File: src/rtl/blink_scheduler_if.sv
// Configuration write channel of the blink scheduler: valid/ready plus channel select and interval.
// Latency: none, plain wires bundled for port grouping.
// Backpressure: ready is driven by the scheduler; the initiator holds valid/sel/interval while offering.
interface blink_scheduler_if #(
    parameter int CNT_W = 4
);
    logic             cfg_valid;
    logic             cfg_ready;
    logic [1:0]       cfg_sel;
    logic [CNT_W-1:0] cfg_interval;

    modport master (output cfg_valid, cfg_sel, cfg_interval, input cfg_ready);
    modport slave  (input cfg_valid, cfg_sel, cfg_interval, output cfg_ready);
endinterface

File: src/rtl/blink_scheduler.sv
// Three-channel LED blink scheduler: IDLE/RUN FSM, shadowed per-channel intervals, LFSR-randomised channel 2.
// Latency: start/stop act at the next edge; a channel pulses one cycle after its counter reaches its interval.
// Backpressure: none; cfg_ready follows reset release and every offered write is taken in that cycle.
module blink_scheduler #(
    parameter int         CNT_W     = 4,     // interval/counter width, at most 8 (channel 2 draws from an 8-bit LFSR)
    parameter logic [7:0] LFSR_SEED = 8'hA5  // must be nonzero, an all-zero LFSR never leaves zero
) (
    input  logic             clk,
    input  logic             rstbtn_n,
    input  logic             start,
    input  logic             stop,
    input  logic             rand_en,
    blink_scheduler_if.slave cfg,
    output logic [2:0]       led,
    output logic             busy
);
    typedef enum logic {IDLE = 1'b0, RUN = 1'b1} state_t;

    state_t           state_q, state_d;
    logic [CNT_W-1:0] act_q [3];
    logic [CNT_W-1:0] act_d [3];
    logic [CNT_W-1:0] shd_q [3];
    logic [CNT_W-1:0] shd_d [3];
    logic [CNT_W-1:0] cnt_q [3];
    logic [CNT_W-1:0] cnt_d [3];
    logic [2:0]       led_d;
    logic [2:0]       hit;
    logic [2:0]       wr_hit;
    logic [7:0]       lfsr_q, lfsr_d;
    logic [CNT_W-1:0] lfsr_pick;
    logic             enter;
    logic             running;

    // Ready is purely a function of reset so it drops the instant reset is asserted.
    assign cfg.cfg_ready = rstbtn_n;

    assign enter     = (state_q == IDLE) && (state_d == RUN);
    assign running   = (state_q == RUN) && !stop;
    // A zero interval would disable channel 2, so a zero draw is bumped to 1.
    assign lfsr_pick = (lfsr_q[CNT_W-1:0] == '0) ? CNT_W'(1) : lfsr_q[CNT_W-1:0];

    // Next-state: stop wins over start, start is meaningless while running.
    always_comb begin
        state_d = state_q;
        case (state_q)
            IDLE:    if (start && !stop) state_d = RUN;
            RUN:     if (stop)           state_d = IDLE;
            default: state_d = IDLE;
        endcase
    end

    // LFSR taps 8,6,5,4; free-runs only while in RUN so IDLE keeps the sequence position.
    always_comb begin
        lfsr_d = lfsr_q;
        if (state_q == RUN) lfsr_d = {lfsr_q[6:0], lfsr_q[7] ^ lfsr_q[5] ^ lfsr_q[4] ^ lfsr_q[3]};
    end

    // Per-channel counter/interval update; interval swaps only at pulse edges so a period always completes.
    always_comb begin
        for (int i = 0; i < 3; i++) begin
            hit[i]    = (cnt_q[i] == act_q[i]) && (act_q[i] != '0);
            wr_hit[i] = cfg.cfg_valid && (cfg.cfg_sel == 2'(i));
            shd_d[i]  = wr_hit[i] ? cfg.cfg_interval : shd_q[i];
            act_d[i]  = act_q[i];
            cnt_d[i]  = '0;
            led_d[i]  = 1'b0;
            if (state_q == IDLE) begin
                if (wr_hit[i]) act_d[i] = cfg.cfg_interval;
            end else if (running) begin
                if (hit[i]) begin
                    led_d[i] = 1'b1;
                    act_d[i] = shd_q[i];
                end else if (act_q[i] == '0) begin
                    act_d[i] = shd_q[i];
                end else begin
                    cnt_d[i] = cnt_q[i] + CNT_W'(1);
                end
            end
        end
        // Random mode replaces the shadow value as channel 2's interval source.
        if (rand_en && (enter || (running && (hit[2] || act_q[2] == '0)))) act_d[2] = lfsr_pick;
    end

    // State, datapath and registered outputs; reset restores power-up intervals.
    always_ff @(posedge clk or negedge rstbtn_n) begin
        if (!rstbtn_n) begin
            state_q <= IDLE;
            busy    <= 1'b0;
            led     <= 3'b000;
            lfsr_q  <= LFSR_SEED;
            for (int i = 0; i < 3; i++) cnt_q[i] <= '0;
            act_q[0] <= CNT_W'(9);
            shd_q[0] <= CNT_W'(9);
            act_q[1] <= CNT_W'(4);
            shd_q[1] <= CNT_W'(4);
            act_q[2] <= '0;
            shd_q[2] <= '0;
        end else begin
            state_q <= state_d;
            busy    <= (state_d == RUN);
            led     <= led_d;
            lfsr_q  <= lfsr_d;
            for (int i = 0; i < 3; i++) begin
                cnt_q[i] <= cnt_d[i];
                act_q[i] <= act_d[i];
                shd_q[i] <= shd_d[i];
            end
        end
    end
endmodule

File: src/flat_wrapper.sv
// flat-port wrapper written by rule: the top's interface ports become plain ports
module blink_scheduler_flat 
#(
    parameter int         CNT_W     = 4,                                                                              
    parameter logic [7:0] LFSR_SEED = 8'hA5                                                        
)
  (clk, rstbtn_n, start, stop, rand_en, led, busy, cfg_cfg_valid, cfg_cfg_sel, cfg_cfg_interval, cfg_cfg_ready);
  blink_scheduler_if #(.CNT_W(CNT_W)) cfg_i ();
  input  logic clk;
  input  logic rstbtn_n;
  input  logic start;
  input  logic stop;
  input  logic rand_en;
  output logic [2:0] led;
  output logic busy;
  input wire logic [$bits(cfg_i.cfg_valid)-1:0] cfg_cfg_valid;
  input wire logic [$bits(cfg_i.cfg_sel)-1:0] cfg_cfg_sel;
  input wire logic [$bits(cfg_i.cfg_interval)-1:0] cfg_cfg_interval;
  output wire logic [$bits(cfg_i.cfg_ready)-1:0] cfg_cfg_ready;
  assign cfg_i.cfg_valid = cfg_cfg_valid;
  assign cfg_i.cfg_sel = cfg_cfg_sel;
  assign cfg_i.cfg_interval = cfg_cfg_interval;
  assign cfg_cfg_ready = cfg_i.cfg_ready;
  blink_scheduler #(.CNT_W(CNT_W), .LFSR_SEED(LFSR_SEED)) u_core (.clk(clk), .rstbtn_n(rstbtn_n), .start(start), .stop(stop), .rand_en(rand_en), .cfg(cfg_i), .led(led), .busy(busy));
endmodule
File: config.mk
export PLATFORM = sky130hd
export DESIGN_NAME = blink_scheduler_flat
export DESIGN_NICKNAME = d
export VERILOG_FILES = /design/src/rtl/blink_scheduler_if.sv /design/src/rtl/blink_scheduler.sv /design/src/flat_wrapper.sv
export SDC_FILE = /design/constraint.sdc
export NUM_CORES = 1
export LEC_CHECK = 0
export BUFFER_PORTS_ARGS = -buffer_cell sky130_fd_sc_hd__buf_2
export CELL_PAD_IN_SITES_DETAIL_PLACEMENT = 1
export CELL_PAD_IN_SITES_GLOBAL_PLACEMENT = 2
export CORE_MARGIN = 2
export CORE_UTILIZATION = 40
export DETAILED_ROUTE_END_ITERATION = 16
export HOLD_SLACK_MARGIN = 0.02
export MAX_ROUTING_LAYER = met4
export PLACE_DENSITY = 0.87
export SLEW_MARGIN = 15
export SYNTH_ARGS = -nofsm -noshare
export SYNTH_HDL_FRONTEND = slang
export SYNTH_SLANG_ARGS = --single-unit
File: constraint.sdc
create_clock -name clk -period 1.9 [get_ports clk]
set_input_delay 0.38 -clock clk [delete_from_list [all_inputs] [get_ports clk]]
set_output_delay 0.38 -clock clk [all_outputs]
set_load 0.05 [all_outputs]
Word level (Yosys, flattened, before mapping)

Index checks and enable logic that the tools add are counted.

Memories: 0
Bits in read-only memories: 0
Output and inout port bits: 5
Register bits after elaboration: 48
Bits in latches: 0
Memory bits (writable): 0
Bits of input ports: 12

Reductions and logical operators: 28
Muxes and demuxes: 41
Bitwise operators: 4
$mul: 0
Div/mod/pow operators: 0
Add/subtract/negate cells: 3
Shift-type cells: 0
Eq/ne operators: 10
Magnitude comparators: 0

Operator list:

| cell                  | count |
|---|---|
| $mux W4               | 29 |
| $logic_not A4 Y1      | 4 |
| $add A4 B1 Y4 const B | 3 |
| $eq A4 B4 Y1          | 3 |
| $reduce_bool A4 Y1    | 3 |
| $logic_and A1 B1 Y1   | 11 |
| $mux W1               | 11 |
| $ne A3 B3 Y1 const B  | 3 |
| $reduce_and A3 Y1     | 3 |
| $ne A4 B4 Y1 const B  | 1 |
| $reduce_bool A2 Y1    | 2 |
| $reduce_bool A3 Y1    | 1 |
| $xor A1 B1 Y1         | 3 |
| $eq A2 B1 Y1 const B  | 1 |
| $eq A2 B2 Y1 const B  | 1 |
| $logic_not A2 Y1      | 1 |
| $logic_or A1 B1 Y1    | 2 |
| $ne A2 B2 Y1 const B  | 1 |
| $pmux W1 S2           | 1 |
| $logic_not A1 Y1      | 1 |
| $not A1 Y1            | 1 |

Depth between registers and ports, before layout

Depth in word-level cells: 9
Mapped depth: 6
Depth with buffers taken out: 4

Worst setup path before layout

Ideal clock, no wire load.

Path type: register to register
Start point: reg u_core.busy (netlist name)
End point: reg u_core.act_q[0] (netlist bit)
Period minus slack after synthesis: 1.714 ns
Data arrival time: 1.592 ns
Setup slack: 0.186 ns
Buffers on the path: 1
Cell stages (with the launch flop): 6
Library setup time: 0.122 ns
Path through: dfrtp_1 buf_4 o41ai_1 a41oi_1 a31oi_2 o22a_1

RTL lines:

| element                         | line                   | RTL |
|---|---|---|
| to (signal, indexed assignment) | blink_scheduler.sv:105 | `act_q[i] <= act_d[i];` |
| to (decl)                       | blink_scheduler.sv:20  | `logic [CNT_W-1:0] act_q [3];` |

Worst setup path after layout

Start point: reg u_core.act_q[6] (netlist bit)
End point: reg u_core.act_q[5] (netlist bit)

Cells in the longest elaborated chain, start to end: 5

RTL lines:

| element                                                   | line                  | RTL |
|---|---|---|
| $eq A4 B4 Y1 / $reduce_bool A4 Y1 (equally long branches) | blink_scheduler.sv:61 | `hit[i] = (cnt_q[i] == act_q[i]) && (act_q[i] != '0);` |
| $logic_and A1 B1 Y1                                       | blink_scheduler.sv:61 |  |
| $mux W4                                                   | blink_scheduler.sv:70 | `if (hit[i]) begin` |
| $mux W4                                                   | blink_scheduler.sv:69 | `end else if (running) begin` |
| $mux W4                                                   | blink_scheduler.sv:67 | `if (state_q == IDLE) begin` |

Parallel ways exist; a longest one is shown, timed or not. The select of a mux whose other input is x is not followed.
A chain may end at the register's enable or synchronous reset.

==> metrics.md <==
| Metric | Value |
|---|---|
| Worst Setup EP | `u_core.act_q[5]` |
| Commonest non-fill, non-tap cell in the layout | `dfrtp_1` |
| GRT Util Overall | `0.186` |
| Via Count | `1591` |
| Ant diodes | `0` |
| Synth Area in Simple Gates | `0.143` |
| Finished Cell Area | `2670 µm²` |
| Post-place setup slack | `0.191 ns` |
| Die Width | `80.2 µm` |
| CTS Buffer Depth | `2` |
| Post-Synthesis Cell Area | `2320 µm²` |
| Leak | `0.00114 µW` |
| Worst vdd ir | `536 µV` |
| Min cycle time layout | `1.77 ns` |
| Number of antenna violations at the first check in global routing | `0` |
| CTS H-Tree Depth | `2` |
| Share of the synthesized area in the top cell type | `0.409` |
| Main combinational cell family by area after synthesis | `simple AND/OR/NAND/NOR gates` |
| Max-Cap Viols | `0` |
| Worst setup SP type | `flip-flop` |
| Grt ovf | `0` |
| Synth Net Count | `210` |
| Routed Antenna Nets | `0` |
| Worst-Skew Late Latency | `0.30 ns` |
| Fillers | `617` |
| Commonest non-fill, non-tap cells in the layout | `dfrtp_1, nor2_1, mux2_2` |
| Post-synth top flop | `dfrtp_1` |
| Clock root cell | `clkbuf_8` |
| Worst r2r src | `u_core.act_q[6]` |
| CTS tree | `done` |
| Core Region | `5570 µm²` |
| CP Class | `reg -> reg` |
| Synth Area in XOR/XNOR | `0.0792` |
| Initial Util | `0.417` |
| Power Total | `3550 µW` |
| Synth Area in Compound Gates | `0.113` |
| FF-to-FF path depth | `4` |
| Post-CTS Hold Buffers | `0` |
| TritonCTS Sinks | `48` |
| I/O pin count | `17` |
| Mux cell area share after synthesis | `0.109` |
| Final setup fails | `0` |
| Synthesized area per cell | `11.9 µm²` |
| F_max | `566 MHz` |
| Gpl congestion | `0.750` |
| Post-synthesis sequential area ratio | `0.522` |
| Sum of negative setup slack | `0 ns` |
| Worst setup margin | `0.132 ns` |
| Netlist cell types | `40` |
| #FFs+latches synth | `48` |
| Layout cell share with drive strength beyond 1 | `0.300` |
| First-pass GRT wire length | `8820 µm` |
| Initial drt markers | `81` |
| Post-synth EDFFs | `0` |
| Postcts setup bufs | `0` |
| Pin count of the biggest net entering global routing | `49` |
| Final hold vios | `0` |
| Status | `complete, no violations` |
| Post-detail-place hpwl | `3660 µm` |
| WL per Instance | `17.3 µm` |
| Drt pass-1 iters | `4` |
| Area Overhead vs Synth | `14.9%` |
| Crit path DAT | `1.95 ns` |
| Least-Margin Pin Slew | `0.614 ns` |
| CTS resizes | `0` |
| Total Routed Length | `5050 µm` |
| YS warnings | `0` |
| Residual DRC | `0` |
| Worst reg2reg path endpoint | `u_core.act_q[5]` |
| Vias in the first global route | `1774` |
| Max Slew Vio Count | `0` |
| Area contributors post-synth | `dfrtp_1, dfstp_2, mux2_2` |
| Slowest cell on the critical path | `dfstp_2` |
| Clk_skew | `0.00801 ns` |
| Via density | `5.45` |
| TritonCTS Buffers | `5` |
| Std cell rows | `27` |
| IO Port Bufs | `16` |
| Pwr Density | `1330 nW/µm²` |
| # nets final | `234` |
| CP max FO | `4` |
| Worst Setup SP | `u_core.act_q[6]` |
| RSZ-0062 raised after global routing | `false` |
| Die area | `6430 µm²` |
| Async SR Flop Fraction | `1.00` |
| Required time of the worst setup path | `2.09 ns` |
| Fin crit share | `0.931` |
| Synth area leader | `dfrtp_1` |
| Synthesized instance count | `195` |
| Critical Path Max Stage Delay | `0.59 ns` |
| Headroom to the max-slew limit | `0.591` |
| Fraction of the mapped netlist area in adder cells | `0.0162` |
| Die Y | `80.2 µm` |
| Crit path cell chain | `xor2_1, nor4_2, o21ai_1, o221a_1` |
| Hold crit path type | `in -> async` |
| Clock-pin transition on the worst setup and hold timing paths | `0.09 ns` |
| Crit end category | `flip-flop` |
| Reg-to-reg setup timing slack | `0.13 ns` |
| Dpl cell area | `2510 µm²` |
## power breakdown
| group | switching (µW) | internal [µW] |
|---|---|---|
| Sequential | 262 | 1330 |
| Combinational | 446 | 510 |
| Clock | 344 | 658 |
## kinds of logic after synthesis
| kind of cell | Yosys count |
|---|---|
| xor+xnor | 21 |
| fa+ha+maj | 3 |
| simple gates | 60 |
| mux | 23 |
| buf+inv | 8 |
| compound gates | 32 |
| flops | 48 |
## how the worst min path moves through the flow
| stage | startpoint | endpoint | depth (start not counted) |
|---|---|---|---|
| floorplan | rstbtn_n | u_core.act_q[0] | 0 |
| global placement | u_core.lfsr_q[6] | u_core.lfsr_q[7] | 1 |
| detailed placement | u_core.lfsr_q[6] | u_core.lfsr_q[7] | 1 |
| CTS | rstbtn_n | u_core.cnt_q[11] | 2 |
| global route | rstbtn_n | u_core.cnt_q[9] | 2 |
| finish | rstbtn_n | u_core.cnt_q[9] | 2 |
## metrics by stage
stage                util  hold WS [ns]  instances
detailed placement  0.450         0.493        284
global route        0.479         0.259        292
floorplan               -        0.0844        195
CTS                 0.479         0.257        292
global placement    0.450         0.482        284
finish              0.479         0.226        292
## state kept, by name (all words and copies together), names as in the netlist
name and count:
u_core.act_q 12, u_core.cnt_q 12, u_core.shd_q 12, u_core.lfsr_q 8, u_core.led 3, u_core.busy 1
## layer usage
metal	vias up	global-route usage	share of wire
met5	-	-	0
met4	0	0.0712	0.016
met3	6	0.0393	0.029
met2	23	0.277	0.47
met1	805	0.249	0.49
li1	757	-	-
## worst max-delay path: cells and delay by family (launching register included)
family	cells	cell delay, ns
flops	1	0.59
compound gates	2	0.53
simple gates	1	0.44
xor+xnor	1	0.09
## cells in the mapped netlist (2+ instances only)
cell	instances
nand2_1	12
or3_1	2
o21ai_0	8
nand3b_1	2
xnor2_1	10
dfstp_2	10
nor2_1	25
buf_4	2
or3_4	2
o221a_1	8
a2bb2oi_1	3
mux2_2	19
xor2_1	11
ha_1	3
nor4_2	2
mux2i_1	4
nand3_1	4
o21ai_1	2
o22a_1	4
nor4_1	2
inv_1	3
buf_2	2
dfrtp_1	38
## area by class of cell
type	instances	area, µm²	share of cell area
Sequential cell	48	1210	0.455
Timing Repair Buffer	22	125	0.0469
Clock inverter	3	90.1	0.0338
Inverter	3	11.3	0.00422
Tap cell	72	90.1	0.0338
Multi-Input combinational cell	139	1070	0.401
Clock buffer	5	68.8	0.0258
No activity file was read; power rests on OpenSTA's default activity.
